`src/rtl/muldiv_pkg.sv`:
```
// Shared types and constants for the RV32M/RV64M multiply/divide sequencer.
//   mdop_e   : Funct3 encodings of the M-extension R-type operations
//   state_e  : sequencer FSM states
//   opcls_e  : multiply or divide datapath
//   ressel_e : which part of the final value becomes Result
//   mddec_t  : decoded instruction payload from muldiv_decode
package muldiv_pkg;

    localparam logic [6:0] FUNCT7_MULDIV = 7'b0000001;
    localparam logic [1:0] ALUOP_RTYPE   = 2'b10;

    typedef enum logic [2:0] {
        OP_MUL    = 3'b000,
        OP_MULH   = 3'b001,
        OP_MULHSU = 3'b010,
        OP_MULHU  = 3'b011,
        OP_DIV    = 3'b100,
        OP_DIVU   = 3'b101,
        OP_REM    = 3'b110,
        OP_REMU   = 3'b111
    } mdop_e;

    typedef enum logic [2:0] {
        ST_IDLE = 3'd0,
        ST_MUL  = 3'd1,
        ST_DIV  = 3'd2,
        ST_FIX  = 3'd3,
        ST_DONE = 3'd4
    } state_e;

    typedef enum logic {
        CLS_MUL = 1'b0,
        CLS_DIV = 1'b1
    } opcls_e;

    typedef enum logic [1:0] {
        SEL_LO  = 2'd0,
        SEL_HI  = 2'd1,
        SEL_QUO = 2'd2,
        SEL_REM = 2'd3
    } ressel_e;

    typedef struct packed {
        logic    m_op;      // OP-class R-type with the MULDIV funct7
        opcls_e  cls;
        logic    a_signed;
        logic    b_signed;
        ressel_e sel;
    } mddec_t;

endpackage

```
`src/rtl/muldiv_seq_if.sv`:
```
// Execute-stage handshake between the pipeline and the multiply/divide unit.
//   master : pipeline side (drives instruction fields/operands/flush)
//   slave  : sequencer side (returns ready/stall/done/Result)
interface muldiv_seq_if #(
    parameter int unsigned XLEN = 32
);
    logic            start;
    logic            RType;
    logic [1:0]      ALUOp;
    logic [6:0]      Funct7;
    logic [2:0]      Funct3;
    logic [XLEN-1:0] SrcA;
    logic [XLEN-1:0] SrcB;
    logic            flush;
    logic            ready;
    logic            stall;
    logic            done;
    logic [XLEN-1:0] Result;

    modport master (
        output start, RType, ALUOp, Funct7, Funct3, SrcA, SrcB, flush,
        input  ready, stall, done, Result
    );

    modport slave (
        input  start, RType, ALUOp, Funct7, Funct3, SrcA, SrcB, flush,
        output ready, stall, done, Result
    );
endinterface

```
`src/rtl/muldiv_decode.sv`:
```
// Combinational decode of the M-extension R-type instructions.
//   RType/ALUOp/Funct7/Funct3 : instruction fields from the controller
//   dec                       : M-op flag, datapath class, operand signedness,
//                               result-part select
module muldiv_decode
    import muldiv_pkg::*;
(
    input  logic       RType,
    input  logic [1:0] ALUOp,
    input  logic [6:0] Funct7,
    input  logic [2:0] Funct3,
    output mddec_t     dec
);

    mdop_e op;
    assign op = mdop_e'(Funct3);

    // Operation table: low product half is sign-agnostic, so MUL runs unsigned
    always_comb begin
        dec      = '0;
        dec.m_op = RType && (ALUOp == ALUOP_RTYPE) && (Funct7 == FUNCT7_MULDIV);
        unique case (op)
            OP_MUL:    begin dec.cls = CLS_MUL; dec.sel = SEL_LO;  end
            OP_MULH:   begin dec.cls = CLS_MUL; dec.sel = SEL_HI;
                             dec.a_signed = 1'b1; dec.b_signed = 1'b1; end
            OP_MULHSU: begin dec.cls = CLS_MUL; dec.sel = SEL_HI;
                             dec.a_signed = 1'b1; end
            OP_MULHU:  begin dec.cls = CLS_MUL; dec.sel = SEL_HI;  end
            OP_DIV:    begin dec.cls = CLS_DIV; dec.sel = SEL_QUO;
                             dec.a_signed = 1'b1; dec.b_signed = 1'b1; end
            OP_DIVU:   begin dec.cls = CLS_DIV; dec.sel = SEL_QUO; end
            OP_REM:    begin dec.cls = CLS_DIV; dec.sel = SEL_REM;
                             dec.a_signed = 1'b1; dec.b_signed = 1'b1; end
            OP_REMU:   begin dec.cls = CLS_DIV; dec.sel = SEL_REM; end
            default:   begin dec.cls = CLS_MUL; dec.sel = SEL_LO;  end
        endcase
    end

endmodule

```
`src/rtl/muldiv_seq.sv`:
```
// Iterative multiply/divide sequencer beside the execute-stage ALU.
//   clk, rst_n : clock and synchronous active-low reset
//   bus.slave  : start/RType/ALUOp/Funct7/Funct3/SrcA/SrcB/flush in,
//                ready (idle), stall (combinational hold), done (one-cycle
//                pulse) and Result out
// Multiplies by shift-add and divides by restoring division on operand
// magnitudes, XLEN iterations each, then applies sign correction in FIX.
module muldiv_seq
    import muldiv_pkg::*;
#(
    parameter int unsigned XLEN = 32
) (
    input  logic          clk,
    input  logic          rst_n,
    muldiv_seq_if.slave   bus
);

    localparam int unsigned CNT_W = $clog2(XLEN) + 1;
    localparam int unsigned ACC_W = 2 * XLEN;
    localparam logic [XLEN-1:0] MIN_INT = {1'b1, {(XLEN-1){1'b0}}};

    state_e           state;
    state_e           state_nxt;
    mddec_t           dec;
    logic             is_m;

    logic [CNT_W-1:0] cnt;
    logic [ACC_W-1:0] acc;      // MUL: {product hi, multiplier}; DIV: {remainder, quotient}
    logic [XLEN-1:0]  opnd;     // multiplicand or divisor magnitude
    logic [XLEN-1:0]  a_raw;    // original rs1, needed for remainder-by-zero
    ressel_e          sel_q;
    logic             neg_q;
    logic             zero_q;
    logic             ovf_q;

    logic             ready_q;
    logic             done_q;
    logic [XLEN-1:0]  result_q;

    logic             accept;
    logic             step_mul;
    logic             step_div;
    logic             do_fix;
    logic             last_iter;

    muldiv_decode u_decode (
        .RType  (bus.RType),
        .ALUOp  (bus.ALUOp),
        .Funct7 (bus.Funct7),
        .Funct3 (bus.Funct3),
        .dec    (dec)
    );

    assign is_m      = bus.start && dec.m_op;
    assign last_iter = (cnt == CNT_W'(XLEN - 1));

    // Accept-time operand preparation
    logic            a_neg;
    logic            b_neg;
    logic [XLEN-1:0] a_mag;
    logic [XLEN-1:0] b_mag;
    logic            div_zero;
    logic            div_ovf;
    logic            special;
    logic            neg_res;

    assign a_neg    = dec.a_signed && bus.SrcA[XLEN-1];
    assign b_neg    = dec.b_signed && bus.SrcB[XLEN-1];
    assign a_mag    = a_neg ? -bus.SrcA : bus.SrcA;
    assign b_mag    = b_neg ? -bus.SrcB : bus.SrcB;
    assign div_zero = (dec.cls == CLS_DIV) && (bus.SrcB == '0);
    assign div_ovf  = (dec.cls == CLS_DIV) && dec.a_signed &&
                      (bus.SrcA == MIN_INT) && (bus.SrcB == '1);
    assign special  = div_zero || div_ovf;
    // Remainder takes the dividend's sign; everything else the XOR of signs
    assign neg_res  = (dec.sel == SEL_REM) ? a_neg : (a_neg ^ b_neg);

    // One shift-add step: conditionally add multiplicand to the high half, shift right
    logic [XLEN:0]    mul_sum;
    logic [ACC_W-1:0] mul_nxt;
    assign mul_sum = {1'b0, acc[ACC_W-1:XLEN]} + (acc[0] ? {1'b0, opnd} : '0);
    assign mul_nxt = {mul_sum, acc[XLEN-1:1]};

    // One restoring-division step: shift in next dividend bit, trial-subtract
    logic [XLEN:0]    div_rsh;
    logic [XLEN:0]    div_diff;
    logic [ACC_W-1:0] div_nxt;
    assign div_rsh  = {acc[ACC_W-1:XLEN], acc[XLEN-1]};
    assign div_diff = div_rsh - {1'b0, opnd};
    assign div_nxt  = div_diff[XLEN] ? {div_rsh[XLEN-1:0], acc[XLEN-2:0], 1'b0}
                                     : {div_diff[XLEN-1:0], acc[XLEN-2:0], 1'b1};

    // Sign correction and result-part selection
    logic [ACC_W-1:0] prod_fix;
    logic [XLEN-1:0]  quo_fix;
    logic [XLEN-1:0]  rem_fix;
    logic [XLEN-1:0]  fix_res;

    assign prod_fix = neg_q ? -acc : acc;
    assign quo_fix  = neg_q ? -acc[XLEN-1:0] : acc[XLEN-1:0];
    assign rem_fix  = neg_q ? -acc[ACC_W-1:XLEN] : acc[ACC_W-1:XLEN];

    always_comb begin
        fix_res = '0;
        unique case (sel_q)
            SEL_LO:  fix_res = prod_fix[XLEN-1:0];
            SEL_HI:  fix_res = prod_fix[ACC_W-1:XLEN];
            SEL_QUO: fix_res = zero_q ? '1 : (ovf_q ? MIN_INT : quo_fix);
            SEL_REM: fix_res = zero_q ? a_raw : (ovf_q ? '0 : rem_fix);
            default: fix_res = '0;
        endcase
    end

    // FSM state register
    always_ff @(posedge clk) begin
        if (!rst_n) begin
            state <= ST_IDLE;
        end else begin
            state <= state_nxt;
        end
    end

    // FSM next-state logic; flush overrides every transition
    always_comb begin
        state_nxt = state;
        unique case (state)
            ST_IDLE: begin
                if (is_m) begin
                    if (dec.cls == CLS_MUL) begin
                        state_nxt = ST_MUL;
                    end else begin
                        state_nxt = special ? ST_FIX : ST_DIV;
                    end
                end
            end
            ST_MUL:  if (last_iter) state_nxt = ST_FIX;
            ST_DIV:  if (last_iter) state_nxt = ST_FIX;
            ST_FIX:  state_nxt = ST_DONE;
            ST_DONE: state_nxt = ST_IDLE;
            default: state_nxt = ST_IDLE;
        endcase
        if (bus.flush) begin
            state_nxt = ST_IDLE;
        end
    end

    // FSM output decode: datapath strobes
    always_comb begin
        accept   = 1'b0;
        step_mul = 1'b0;
        step_div = 1'b0;
        do_fix   = 1'b0;
        unique case (state)
            ST_IDLE: accept   = is_m;
            ST_MUL:  step_mul = 1'b1;
            ST_DIV:  step_div = 1'b1;
            ST_FIX:  do_fix   = 1'b1;
            default: ;
        endcase
    end

    // Datapath and registered outputs
    always_ff @(posedge clk) begin
        if (!rst_n) begin
            cnt      <= '0;
            acc      <= '0;
            opnd     <= '0;
            a_raw    <= '0;
            sel_q    <= SEL_LO;
            neg_q    <= 1'b0;
            zero_q   <= 1'b0;
            ovf_q    <= 1'b0;
            ready_q  <= 1'b1;
            done_q   <= 1'b0;
            result_q <= '0;
        end else if (bus.flush) begin
            ready_q <= 1'b1;
            done_q  <= 1'b0;
        end else begin
            ready_q <= (state_nxt == ST_IDLE);
            done_q  <= do_fix;
            if (accept) begin
                cnt    <= '0;
                acc    <= {{XLEN{1'b0}}, (dec.cls == CLS_MUL) ? b_mag : a_mag};
                opnd   <= (dec.cls == CLS_MUL) ? a_mag : b_mag;
                a_raw  <= bus.SrcA;
                sel_q  <= dec.sel;
                neg_q  <= neg_res;
                zero_q <= div_zero;
                ovf_q  <= div_ovf;
            end
            if (step_mul || step_div) begin
                cnt <= cnt + CNT_W'(1);
                acc <= step_mul ? mul_nxt : div_nxt;
            end
            if (do_fix) begin
                result_q <= fix_res;
            end
        end
    end

    assign bus.ready  = ready_q;
    assign bus.done   = done_q;
    assign bus.Result = result_q;
    assign bus.stall  = is_m && (state != ST_DONE);

endmodule

```
`src/flat_wrapper.sv`:
```
// flat-port wrapper written by rule: the top's interface ports become plain ports
module muldiv_seq_flat import muldiv_pkg::*;
#(
    parameter int unsigned XLEN = 32
)
  (clk, rst_n, bus_start, bus_RType, bus_ALUOp, bus_Funct7, bus_Funct3, bus_SrcA, bus_SrcB, bus_flush, bus_ready, bus_stall, bus_done, bus_Result);
  muldiv_seq_if #(.XLEN(XLEN)) bus_i ();
  input  logic clk;
  input  logic rst_n;
  input wire logic [$bits(bus_i.start)-1:0] bus_start;
  input wire logic [$bits(bus_i.RType)-1:0] bus_RType;
  input wire logic [$bits(bus_i.ALUOp)-1:0] bus_ALUOp;
  input wire logic [$bits(bus_i.Funct7)-1:0] bus_Funct7;
  input wire logic [$bits(bus_i.Funct3)-1:0] bus_Funct3;
  input wire logic [$bits(bus_i.SrcA)-1:0] bus_SrcA;
  input wire logic [$bits(bus_i.SrcB)-1:0] bus_SrcB;
  input wire logic [$bits(bus_i.flush)-1:0] bus_flush;
  output wire logic [$bits(bus_i.ready)-1:0] bus_ready;
  output wire logic [$bits(bus_i.stall)-1:0] bus_stall;
  output wire logic [$bits(bus_i.done)-1:0] bus_done;
  output wire logic [$bits(bus_i.Result)-1:0] bus_Result;
  assign bus_i.start = bus_start;
  assign bus_i.RType = bus_RType;
  assign bus_i.ALUOp = bus_ALUOp;
  assign bus_i.Funct7 = bus_Funct7;
  assign bus_i.Funct3 = bus_Funct3;
  assign bus_i.SrcA = bus_SrcA;
  assign bus_i.SrcB = bus_SrcB;
  assign bus_i.flush = bus_flush;
  assign bus_ready = bus_i.ready;
  assign bus_stall = bus_i.stall;
  assign bus_done = bus_i.done;
  assign bus_Result = bus_i.Result;
  muldiv_seq #(.XLEN(XLEN)) u_core (.clk(clk), .rst_n(rst_n), .bus(bus_i));
endmodule
```
`config.mk`:
```
export PLATFORM = sky130hd
export DESIGN_NAME = muldiv_seq_flat
export DESIGN_NICKNAME = d
export VERILOG_FILES = /design/src/rtl/muldiv_pkg.sv /design/src/rtl/muldiv_seq_if.sv /design/src/rtl/muldiv_decode.sv /design/src/rtl/muldiv_seq.sv /design/src/flat_wrapper.sv
export SDC_FILE = /design/constraint.sdc
export NUM_CORES = 1
export LEC_CHECK = 0
export ABC_CLOCK_PERIOD_IN_PS = 8250
export BUFFER_PORTS_ARGS = -buffer_cell sky130_fd_sc_hd__buf_4
export CAP_MARGIN = 20
export CORE_MARGIN = 8
export CORE_UTILIZATION = 50
export DETAILED_ROUTE_END_ITERATION = 6
export PLACE_DENSITY = 0.75
export SETUP_SLACK_MARGIN = 0.2
export SLEW_MARGIN = 20
export SYNTH_ARGS = -nofsm -noshare
export SYNTH_HDL_FRONTEND = slang
export SYNTH_SLANG_ARGS = --single-unit
export TNS_END_PERCENT = 5
```
`constraint.sdc`:
```
create_clock -name clk -period 8.25 [get_ports clk]
set_input_delay 1.65 -clock clk [delete_from_list [all_inputs] [get_ports clk]]
set_output_delay 1.65 -clock clk [all_outputs]
set_load 0.02 [all_outputs]
```
==> results of run 1 <==
==> layer usage <==
metal  up-vias  part of all wire, %
li1       8151                    -
met5         -                0.020
met1      8436                   42
met2      1067                   42
met4         2                  5.5
met3       199                   11
==> synthesized netlist by cell type, drive strengths merged (15+ instances only) <==
cell type,instances
clkbuf,144
or4,16
a31oi,25
nand2b,17
a21o,36
o41ai,19
inv,68
a21oi,207
xnor2,93
dfxtp,176
o31ai,28
nor4,29
a211oi,21
mux2i,37
xor2,97
nand2,331
a22oi,22
a21boi,57
nor2b,19
nand4,27
o211ai,47
o21ai,188
nand3,42
and2,21
nor3,41
nor2,193
ha,70
o211a,16
buf,25
or3,15
==> cells by family after synthesis <==
kind of cell / Yosys count / share of synthesized area (%)
buffers and inverters: 240 / 5.72
xor gates and xnor gates: 190 / 10.4
and+or+nand+nor: 788 / 22.9
DFF: 176 / 21.9
muxes: 39 / 2.45
adders and majority gates: 72 / 5.70
AOI/OAI and AO/OA: 767 / 31.0
==> power groups by stage <==
stage	sequential (mW)	clock (mW)	combinational, mW
floorplan	0.869	0	0.111
global placement	0.869	0	0.207
detailed placement	0.869	0	0.208
CTS	0.849	0.875	0.208
global route	0.849	0.905	0.228
finish	0.849	0.879	0.215
==> worst paths after layout <==
check                                          start                                  to  depth (start not counted)
setup / recovery                       bus_Funct7[1]                           bus_stall                          4
hold / removal    u_core.bus.Result[22]$_SDFFE_PN0P_  u_core.bus.Result[22]$_SDFFE_PN0P_                          2
setup reg to reg          u_core.acc[0]$_SDFFE_PN0P_         u_core.acc[62]$_SDFFE_PN0P_                         12
hold reg to reg   u_core.bus.Result[22]$_SDFFE_PN0P_  u_core.bus.Result[22]$_SDFFE_PN0P_                          2
==> flip-flops by register name, summed over array words and instances (netlist names) <==
name and cells:
u_core.neg_q 1, u_core.ovf_q 1, u_core.state 3, u_core.a_raw 32, u_core.sel_q 2, u_core.bus.ready 1
u_core.acc 64, u_core.opnd 32, u_core.bus.done 1, u_core.cnt 6, u_core.bus.Result 32, u_core.zero_q 1
==> cell type report <==
| class | count | area [µm²] | area share [%] |
|---|---|---|---|
| clock buffer | 17 | 425 | 2.42 |
| clock inverter | 15 | 189 | 1.07 |
| inverter | 71 | 267 | 1.52 |
| multi-input combinational | 1856 | 11600 | 66.3 |
| sequential | 176 | 3520 | 20.1 |
| tap | 402 | 503 | 2.86 |
| timing repair buffer | 136 | 1020 | 5.81 |
==> per-stage QoR <==
step                      utilization [%]  std cells  area [µm²]  power [mW]
after CTS                            55.6       2673       17600        1.93
after global placement               53.6       2641       17000        1.08
final                                55.6       2673       17600        1.94
after detailed placement             53.6       2641       17000        1.08
after global routing                 55.6       2673       17600        1.98
after floorplan                         -       2272       16100       0.980
==> critical path, cell delays in order <==
cell and delay, ns:
buf_4 0.10, or4b_1 0.52, a2111oi_0 0.41, buf_4 0.22
==> reports/summary.txt, run 1 <==
via count of the first global-routing pass = 16,494
share of the yosys chip area belonging to registers = 21.9%
Relative slew margins = 31.8%
count of clock tree sinks = 176
relative contribution of sequential cells to total power = 43.7%
ranking of synthesized cells by area = dfxtp_1, nand2_1, a21oi_1
GR Util All Layers = 33.1%
Crit Path Class = in -> out
die area = 0.0381 mm²
prevailing post-synth register cell = dfxtp_1
core box area = 0.0316 mm²
most common library cell in the layout ignoring fill and taps = nand2_1
total routed wirelength = 65,700 µm
Max Clk Rate = 220 MHz
IO buf count = 115
number of levels the H-tree was split into = 4
critical path peak fanout = 2
TritonCTS Buffers = 17
Required @ worst endpoint = 6.60 ns
shortest period the worst path allows = 4.55 ns
CTS root buffer = clkbuf_16
flip-flop and latch count after synthesis = 176
power density of the placed cells = 111 mW/mm²
GRT met3 Usage = 6.84%
setup repair after global routing missed its margin = false
Power Internal = 1.37 mW
clock transition at the registers of the reported paths = 0.08 ns
most used cells in the layout excluding fill and tap cells = nand2_1, a21oi_1, nor2_1
Leak = 7.16 nW
DRC = 0
Area Growth Syn to Fin = 9.40%
Gate power share = 11.1%
cell type contributing the most total cell area after synthesis = dfxtp_1
final worst setup slack = 3.70 ns
row count = 65
post-synthesis cell count = 2,272
hold slack = 0.464 ns
total negative setup slack = 0 ns
fraction of met2 tracks used by global routing = 49.4%
number of filler instances in the final layout = 3,124
number of detailed-route iterations in the first pass = 7
final weighted congestion in routability-driven placement = 1.03
result of the run = completed
Congestion Overflow GR = 0
setup bufs post-CTS = 0
die height = 195 µm
clock tree from TritonCTS = built
Via-to-Cell Ratio = 6.68
clock latency on the worst-skew pair = 0.45 ns
switching power summed over all nets = 0.577 mW
number of different library cells in the post-synthesis netlist = 81
initial antenna violation count = 2
maximum number of pins on one net before global-route repair = 101
total number of yosys warnings = 0
boundary pin count = 116
Initial Utilization = 50.8%
number of slew-limit violations in the final report = 0
syn avg cell area = 7.07 µm²
global-route track usage on met1 = 44.5%
pre-CTS WS = 3.53 ns
count of hold buffers inserted by post-cts repair = 0
number of vias after detailed routing = 17,855
slew at the pin closest to its max-slew limit = 1.01 ns
count of instances resized after the clock tree is built = 0
wire per inst = 24.6 µm
Antenna Cells = 0
Clock power frac = 45.2%
Peak supply drop = 98.2 µV
Sw Share = 29.7%
Clock Skews = 0.0164 ns
final setup violating endpoints = 0
startpoint class of the critical path = input pin
post-synthesis net count = 2,425
Synth Cell Area = 0.0161 mm²
Critical Path Sink Type = output pin
EDFF count, synth = 0
DRC marker count from the first detailed-route iteration = 2,513
share of flip-flops with an asynchronous set or reset = 0%
maximum buffer depth of the clock tree = 2
Post-DP HPWL = 50,300 µm
most heavily used metal layer in global routing = met2
first-pass GRT wire length = 99,300 µm
share of post-route cells with drive strength above 1 = 8.85%
antenna-violating nets left = 0
Reg2Reg Setup Slack = 4.08 ns
Layout Nets = 2,411
arrival time reported for the critical path endpoint = 2.90 ns
final count of hold timing violations = 0
die width = 195 µm
top cell type's share of synthesized area = 21.9%
worst hold path type = reg -> reg
max-cap check violation count = 0
fraction of the cycle the final worst path needs = 55.2%
Power figures use the tool's default switching activity.
==> inputs of run 2 (changes only) <==
--- a/config.mk
+++ b/config.mk
@@ -5,7 +5,7 @@
 export SDC_FILE = /design/constraint.sdc
 export NUM_CORES = 1
 export LEC_CHECK = 0
-export ABC_CLOCK_PERIOD_IN_PS = 8250
+export ABC_CLOCK_PERIOD_IN_PS = 4440
 export BUFFER_PORTS_ARGS = -buffer_cell sky130_fd_sc_hd__buf_4
 export CAP_MARGIN = 20
 export CORE_MARGIN = 8
==> constraint.sdc (replaced) <==
create_clock -name clk -period 4.44 [get_ports clk]
set_input_delay 0.888 -clock clk [delete_from_list [all_inputs] [get_ports clk]]
set_output_delay 0.888 -clock clk [all_outputs]
set_load 0.02 [all_outputs]
==> run 2 against run 1 <==
First-iteration DRC count is 13% lower. Power is 85% higher. Cell count is 1.6% higher. Clock power is 81% higher. Sequential share of layout area is 0.36 points lower. Combinational power is 97% higher. Non-clock buffer count is 42 higher. Sequential power is 86% higher. Critical path depth is 6 higher. Flip-flop and latch count stayed put. Design area is 1.8% higher. Critical path type is now reg -> reg. Highest routed layer is now met4.
==> reports/summary.txt, run 2 (same netlist as run 1, synthesis figures left out) <==
count of hold buffers inserted by post-cts repair = 0 (unchanged)
total area of multi-input combinational cells = 0.0116 mm² (unchanged)
Critical Path Sink Type = flip-flop
Clock power frac = 44.2% (-1.0 points)
max reg flops = 64 (unchanged)
Power Internal = 2.55 mW (+87%)
total routed wirelength = 67,300 µm (+2.4%)
core box area = 0.0316 mm² (unchanged)
Gate power share = 11.8% (+0.7 points)
antenna-violating nets left = 0 (unchanged)
startpoint class of the critical path = flip-flop
setup bufs post-CTS = 0 (unchanged)
first-pass GRT wire length = 102,000 µm (+2.6%)
critical path peak fanout = 9 (+7)
count of clock tree sinks = 176 (unchanged)
Area Growth Syn to Fin = 11.4%
most common library cell in the layout ignoring fill and taps = nand2_1
fraction of the cycle the final worst path needs = 86.7%
Peak supply drop = 243 µV (+150%)
final setup violating endpoints = 0 (unchanged)
DRC = 0 (unchanged)
most used cells in the layout excluding fill and tap cells = nand2_1, a21oi_1, nor2_1
setup repair after global routing missed its margin = false
clock tree from TritonCTS = built
power density of the placed cells = 200 mW/mm² (+81%)
wire per inst = 24.8 µm (+0.84%)
relative contribution of sequential cells to total power = 44.0% (+0.3 points)
initial antenna violation count = 0 (-2)
boundary pin count = 116 (unchanged)
share of post-route cells with drive strength above 1 = 10.5% (+1.7 points)
Initial Utilization = 50.8% (unchanged)
maximum number of pins on one net before global-route repair = 66 (-35%)
via count of the first global-routing pass = 16,939 (+2.7%)
arrival time reported for the critical path endpoint = 4.24 ns (+1.34 ns)
Layout Nets = 2,453 (+1.7%)
end-of-flow core utilization = 56.6% (+1.0 points)
final count of hold timing violations = 0 (unchanged)
shortest period the worst path allows = 3.85 ns
Sw Share = 29.0% (-0.71 points)
maximum buffer depth of the clock tree = 2 (unchanged)
GR Util All Layers = 34.0% (+0.91 points)
Clock Skews = 0.0175 ns (+0.00111 ns)
Max Clk Rate = 260 MHz
Required @ worst endpoint = 4.83 ns (-1.77 ns)
worst hold path type = reg -> reg
die width = 195 µm (unchanged)
Congestion Overflow GR = 0 (unchanged)
IO buf count = 115 (unchanged)
TritonCTS Buffers = 17 (unchanged)
number of vias after detailed routing = 18,036 (+1.0%)
slew at the pin closest to its max-slew limit = 0.958 ns (-0.0559 ns)
Post-DP HPWL = 53,000 µm (+5.4%)
result of the run = completed
Antenna Cells = 0 (unchanged)
Crit Path Class = reg -> reg
number of detailed-route iterations in the first pass = 5 (-2)
row count = 65 (unchanged)
Via-to-Cell Ratio = 6.64 (-0.55%)
Relative slew margins = 35.8% (+4.0 points)
number of slew-limit violations in the final report = 0 (unchanged)
DRC marker count from the first detailed-route iteration = 2,196 (-13%)
total negative setup slack = 0 ns (unchanged)
CTS root buffer = clkbuf_16
Leak = 7.37 nW (+2.9%)
die area = 0.0381 mm² (unchanged)
number of filler instances in the final layout = 3,114 (-0.32%)
clock transition at the registers of the reported paths = 0.09 ns (about the same)
switching power summed over all nets = 1.04 mW (+80%)
clock latency on the worst-skew pair = 0.45 ns (about the same)
Largest Register = u_core.acc
flip-flop and latch area = 0.00352 mm² (unchanged)
die height = 195 µm (unchanged)
final weighted congestion in routability-driven placement = 1.00 (-2.0%)
count of instances resized after the clock tree is built = 0 (unchanged)
max-cap check violation count = 0 (unchanged)
number of levels the H-tree was split into = 4 (unchanged)
==> run 2: cell count changes in the layout (fill, tap and decap cells not counted), sizes merged <==
| cell | change |
|---|---|
| clkbuf | +1 |
| clkinv | -3 |
| buf | +42 |
| clkinvlp | +2 |
==> run 2: routing by layer <==
layer	up-vias	global-route usage (%)	routed length (µm)
li1	8238	-	-
met1	8542	44.3	27200
met2	1039	52.4	29000
met3	217	7.39	7180
met4	0	17.6	3880
met5	-	0	0
==> run 2: stage by stage <==
step | power, mW | hold slack, ns | std cells | instance area [µm²] | setup slack, ns
floorplan | 1.82 | 0.436 | 2272 | 16100 | 1.00
global placement | 2.02 | 0.441 | 2683 | 17300 | 0.639
detailed placement | 2.02 | 0.449 | 2683 | 17300 | 0.605
CTS | 3.58 | 0.466 | 2715 | 17900 | 0.711
global route | 3.68 | 0.479 | 2715 | 17900 | 0.279
finish | 3.59 | 0.463 | 2715 | 17900 | 0.593
==> run 2: final timing paths <==
kind,start,end,slack (ns),cells after the start
hold / removal,u_core.opnd[11]$_SDFFE_PN0P_,u_core.opnd[11]$_SDFFE_PN0P_,0.46,2
hold reg to reg,u_core.opnd[11]$_SDFFE_PN0P_,u_core.opnd[11]$_SDFFE_PN0P_,0.46,2
setup reg to reg,u_core.acc[45]$_SDFFE_PN0P_,u_core.acc[59]$_SDFFE_PN0P_,0.59,10
setup / recovery,u_core.acc[45]$_SDFFE_PN0P_,u_core.acc[59]$_SDFFE_PN0P_,0.59,10
==> run 2: layout make-up <==
class	count	area share, %
Clock inverter	14	0.937
Timing Repair Buffer	178	7.54
Multi-Input combinational cell	1856	65.1
Clock buffer	18	2.45
Inverter	71	1.49
Sequential cell	176	19.7
Tap cell	402	2.81
==> run 2: worst max-delay path, cell delays in order (launching register included) <==
cell and delay [ns]:
dfxtp_1 0.68, ha_1 0.39, a21oi_1 0.26, o2111ai_1 0.18, a221oi_1 0.33, o21ai_0 0.14
a211oi_1 0.65, o21ai_0 0.32, a21boi_0 0.53, o221ai_1 0.20, nor2b_1 0.13
==> run 2: power by group through the flow <==
stage                     sequential, mW  combinational (mW)  clock (mW)
after floorplan                     1.61               0.207           0
after global placement              1.61               0.406           0
after detailed placement            1.61               0.409           0
after CTS                           1.58               0.411        1.59
after global routing                1.58               0.445        1.65
final                               1.58               0.423        1.59
